$ cat src/rtl/sr_stage.sv
// Write-back stage: selects the result value, derives NZP, gates register/CC
// enables with the valid bit, and holds the architectural CC and retire count.
module sr_stage (
    input  logic        clk,
    input  logic        rst,
    input  logic        sr_v,
    input  logic [15:0] sr_ir,
    input  logic [15:0] sr_npc,
    input  logic [15:0] sr_address,
    input  logic [15:0] sr_alu_result,
    input  logic [15:0] sr_data,
    input  logic [2:0]  sr_drid,
    input  logic [3:0]  sr_cs,
    output logic        v_sr_ld_reg,
    output logic        v_sr_ld_cc,
    output logic [2:0]  sr_drid_out,
    output logic [15:0] sr_reg_data,
    output logic [2:0]  sr_cc_data,
    output logic [2:0]  cc_q,
    output logic [31:0] retired_cnt
);

    localparam int unsigned DATA_W = 16;
    localparam int unsigned CC_W   = 3;
    localparam int unsigned CNT_W  = 32;

    localparam logic [CC_W-1:0] CC_N = 3'b100;
    localparam logic [CC_W-1:0] CC_Z = 3'b010;
    localparam logic [CC_W-1:0] CC_P = 3'b001;

    localparam logic [1:0] SEL_ADDRESS = 2'b00;
    localparam logic [1:0] SEL_DATA    = 2'b01;
    localparam logic [1:0] SEL_NPC     = 2'b10;

    // The instruction word travels with the latch for tracing only.
    logic unused_ir;
    assign unused_ir = ^sr_ir;

    // Write-back value mux (DR.VALUEMUX).
    always_comb begin
        sr_reg_data = sr_alu_result;
        case (sr_cs[1:0])
            SEL_ADDRESS: sr_reg_data = sr_address;
            SEL_DATA:    sr_reg_data = sr_data;
            SEL_NPC:     sr_reg_data = sr_npc;
            default:     sr_reg_data = sr_alu_result;
        endcase
    end

    // NZP is one-hot; the sign bit takes priority over the zero test.
    always_comb begin
        sr_cc_data = CC_P;
        if (sr_reg_data[DATA_W-1])
            sr_cc_data = CC_N;
        else if (sr_reg_data == DATA_W'(0))
            sr_cc_data = CC_Z;
    end

    assign v_sr_ld_reg = sr_v & sr_cs[2];
    assign v_sr_ld_cc  = sr_v & sr_cs[3];
    assign sr_drid_out = sr_drid;

    // Architectural state; reset dominates load and increment.
    always_ff @(posedge clk) begin
        if (rst) begin
            cc_q        <= CC_Z;
            retired_cnt <= CNT_W'(0);
        end else begin
            if (v_sr_ld_cc)
                cc_q <= sr_cc_data;
            if (sr_v)
                retired_cnt <= retired_cnt + CNT_W'(1);
        end
    end

endmodule

$ cat config.mk
export PLATFORM = sky130hd
export DESIGN_NAME = sr_stage
export DESIGN_NICKNAME = d
export VERILOG_FILES = /design/src/rtl/sr_stage.sv
export SDC_FILE = /design/constraint.sdc
export NUM_CORES = 1
export LEC_CHECK = 0
export BUFFER_PORTS_ARGS = -buffer_cell sky130_fd_sc_hd__clkbuf_2
export CAP_MARGIN = 20
export CORE_MARGIN = 5
export CORE_UTILIZATION = 37
export CTS_BUF_LIST = sky130_fd_sc_hd__clkbuf_16
export CTS_CLUSTER_SIZE = 10
export DETAILED_ROUTE_END_ITERATION = 16
export PLACE_DENSITY = 0.87
export SKIP_CTS_REPAIR_TIMING = 1
export SLEW_MARGIN = 5
export SYNTH_ARGS = -nofsm -noshare
export SYNTH_HDL_FRONTEND = slang
export SYNTH_SLANG_ARGS = --single-unit
$ cat constraint.sdc
create_clock -name clk -period 2.84 [get_ports clk]
set_input_delay 0.71 -clock clk [delete_from_list [all_inputs] [get_ports clk]]
set_output_delay 0.71 -clock clk [all_outputs]
set_load 0.01 [all_outputs]
==> results by group <==
Finish
  – Register area: between 700 and 800 sq um
  – Multi-input logic area: 0.00131 sq mm
  – Area grow syn2layout: 50.6%
  – Most frequent cells in the layout: clkbuf_2, dfxtp_1, buf_4, nor2_1, mux4_2
  – Layout cells sized above 1: 49.9%
  – Finished Layout Cells: 441
  – Fin nets: 459
  – Final instance area: 0.00318 sq mm
  – Fillers: 500
  – Ant. Diodes: 0
  – Most common cell after layout, fill and taps aside: clkbuf_2

Clocking
  – Total CTS buffers: 5
  – Clk sinks: 35
  – CTS root buffer: clkbuf_16
  – CTS tree: yes
  – Worst-skew pair later-pin latency: 0.28 ns
  – Clock buffer depth: 2
  – Reg clk slew, reported paths: 0.05 ns
  – Max H-tree Level: 2

Worst setup path
  – Crit-path cells: buf_8 > buf_12 > buf_8 > buf_12 > mux4_2 > nor4_2 > and4_4 > nor2_2 > buf_2
  – Required time worst endpoint: 2.13 ns
  – Crit path launch type: primary input
  – FF-to-FF setup slack: 0.56 ns
  – Data arrival time of the critical path: 2.36 ns
  – CP max-delay cell: mux4_2
  – Crit. End Element: primary output
  – Worst R2R Start: retired_cnt[0]
  – Crit-path max cell delay: 0.54 ns
  – CP startpoint: sr_cs[0]
  – Worst-path fanout max: 4
  – Crit Path Category: in -> out

Status
  – Failing checks: negative setup slack
  – Outcome: finished with violations

Die
  – Site Rows: 27
  – Die X-Extent: 85.5 um
  – Die height: ~86 um
  – Total core area: 0.00554 sq mm
  – Initial Util: 38.1%
  – Die ar.: 0.00731 sq mm
  – I/O pin count: 149

GRT
  – Initial antenna violation count: 0
  – Number of global-route vias before repair: between 2000 and 2500
  – GR Util All Layers: 19.5%
  – Total congestion overflow: 0
  – Largest net degree at the start of global routing: 45
  – Global-route wire length before repair: 11.4 mm

Synthesis
  – Synth Area in Simple Gates: 25.7%
  – Sequential cell area fraction in the yosys report: 33.2%
  – Synth area leaders: dfxtp_1, mux4_2, nor4_1
  – Async set-reset flop share out of synthesis: 0%
  – Area leader, netlist: dfxtp_1
  – Synthesized area: 0.00211 sq mm
  – Compound-Gate Fraction of Synth Area: 7.59%
  – Mean post-synth cell area: ~9.4 sq um
  – Post-Synth Adder-Cell Area: 0.593%
  – Primary FF master, synth: dfxtp_1
  – Mapped Nets: 316
  – Cells after Synth: around 230
  – Mux contribution to synthesized area: 21.8%
  – EDFF count, synth: 0
  – Top-area cell type share of the netlist area: 33.2%
  – Synth Register Bits: 35
  – Yosys cell types: 36
  – Largest family of logic cells by synthesized area: simple AND/OR/NAND/NOR gates
  – Ys Warns: 0
  – Synth Area in XOR/XNOR: 4.57%

Drt
  – Met1 WL: 2.55 mm
  – Routed len/inst: about 17 um
  – DR pass1 iterations: 4
  – DR vias: 2352
  – Routed vias/inst: between 5 and 6
  – DRT Wirelength: approximately 7.4 mm
  – Routed wl met2: 3.92 mm
  – Metal3 WL: 561 um
  – DRT antenna net count: 0
  – DR top layer: met4
  – DR iter-0 viols: 60
  – # DRC: 0

Place
  – DP HPWL: 5.85 mm
  – Placed insts: 426
  – Cell Area, Placed: about 0.0029 sq mm
  – IO buf count: between 100 and 150
  – GP Congestion: 0.969

Pwr
  – LEAKAGE: 1.39 nW
  – Seq pwr share: 39.4%
  – Logic gate share of total power: 20.6%
  – Clock power share: 40.0%
  – Sw frac: 24.8%
  – Peak supply drop: between 200 and 300 uV
  – Final Power: 0.00128 W
  – Sw Pwr: 0.000317 W
  – Power Density: roughly 400 mW/mm^2
  – Internal power: 0.000962 W

STA
  – RSZ-0062 raised after global routing: yes
  – Final Hold Fails: 0
  – Final slew viol count: 0
  – Final worst setup slack: -0.231 ns
  – Worst slew margin: 43.4%
  – Minimum clock period: 3.07 ns
  – Final clock skew: 0.00252 ns
  – Final Cycle Share: 108%
  – FMAX: about 330 MHz
  – Worst Tran Pin Value: 0.849 ns
  – Final setup vio count: 2

Worst hold path
  – Hold Path Class: reg -> reg
  – Hold Startpoint: cc_q[2]

Job
  – Max-Cap Viols: 0
[synthesized netlist by cell type, types with 4 or more instances]
library cell / n
nand2_1: 14
mux2_1: 8
clkbuf_1: 5
nor2b_1: 8
nand4_1: 6
inv_1: 8
a21oi_1: 13
nor2_1: 23
or4_1: 6
mux4_2: 16
dfxtp_1: 35
nor4_1: 16
xnor2_1: 9
o21ai_1: 4
nand3_1: 7
or3_1: 7
buf_4: 6
o31ai_1: 5
[critical path: cells and delay by family]
family	cells	cell delay, ns
buffers and inverters	5	0.54
multiplexers	1	0.54
AND/OR/NAND/NOR	3	0.57
[through the flow]
step           util (%)  setup TNS (ns)  worst slack [ns]  hold slack (ns)
2_1_floorplan         -               0           0.00129            0.481
3_3_place_gp       52.4          -0.316            -0.159            0.448
3_5_place_dp       52.4          -0.449            -0.226            0.463
4_1_cts            54.9          -0.450            -0.226            0.479
5_1_grt            57.3          -0.515            -0.273            0.508
6_report           57.3          -0.440            -0.231            0.477
[flip-flops by register name (all words and copies together) (netlist names)]
| name | count |
|---|---|
| retired_cnt | 32 |
| cc_q | 3 |
[path summary, 6_finish.rpt]
| path | end | depth (start not counted) |
|---|---|---|
| setup / recovery | sr_cc_data[0] | 9 |
| hold / removal | cc_q[2] | 2 |
| setup reg to reg | retired_cnt[28] | 5 |
| hold reg to reg | cc_q[2] | 2 |
[per-layer routing]
metal	track usage (%)	vias up
met5	0	-
met2	37.3	114
met4	8.78	0
li1	-	1128
met1	19.5	1090
met3	5.09	20
[kinds of logic after synthesis]
group	count (synthesis)
DFF	35
muxes	25
AOI/OAI and AO/OA	27
xor gates and xnor gates	11
adders and majority gates	1
buffers and inverters	27
and+or+nand+nor	99
[power groups by stage]
stage	registers (W)	logic, W	clock network (W)
6_report	0.000504	0.000264	0.000511
5_1_grt	0.000504	0.000283	0.000545
4_1_cts	0.000503	0.000238	0.000521
3_5_place_dp	0.000514	0.000237	0
3_3_place_gp	0.000513	0.000232	0
2_1_floorplan	0.000515	0.000110	0
[final cells by class]
class                           instances  area share, %
Clock buffer                            5           3.94
Timing Repair Buffer                  155           28.6
Multi-Input combinational cell        163           41.3
Sequential cell                        35           22.1
Inverter                                8          0.945
Tap cell                               72           2.84
Clock inverter                          3          0.394
Note: power is estimated with default switching activity, not from simulation.
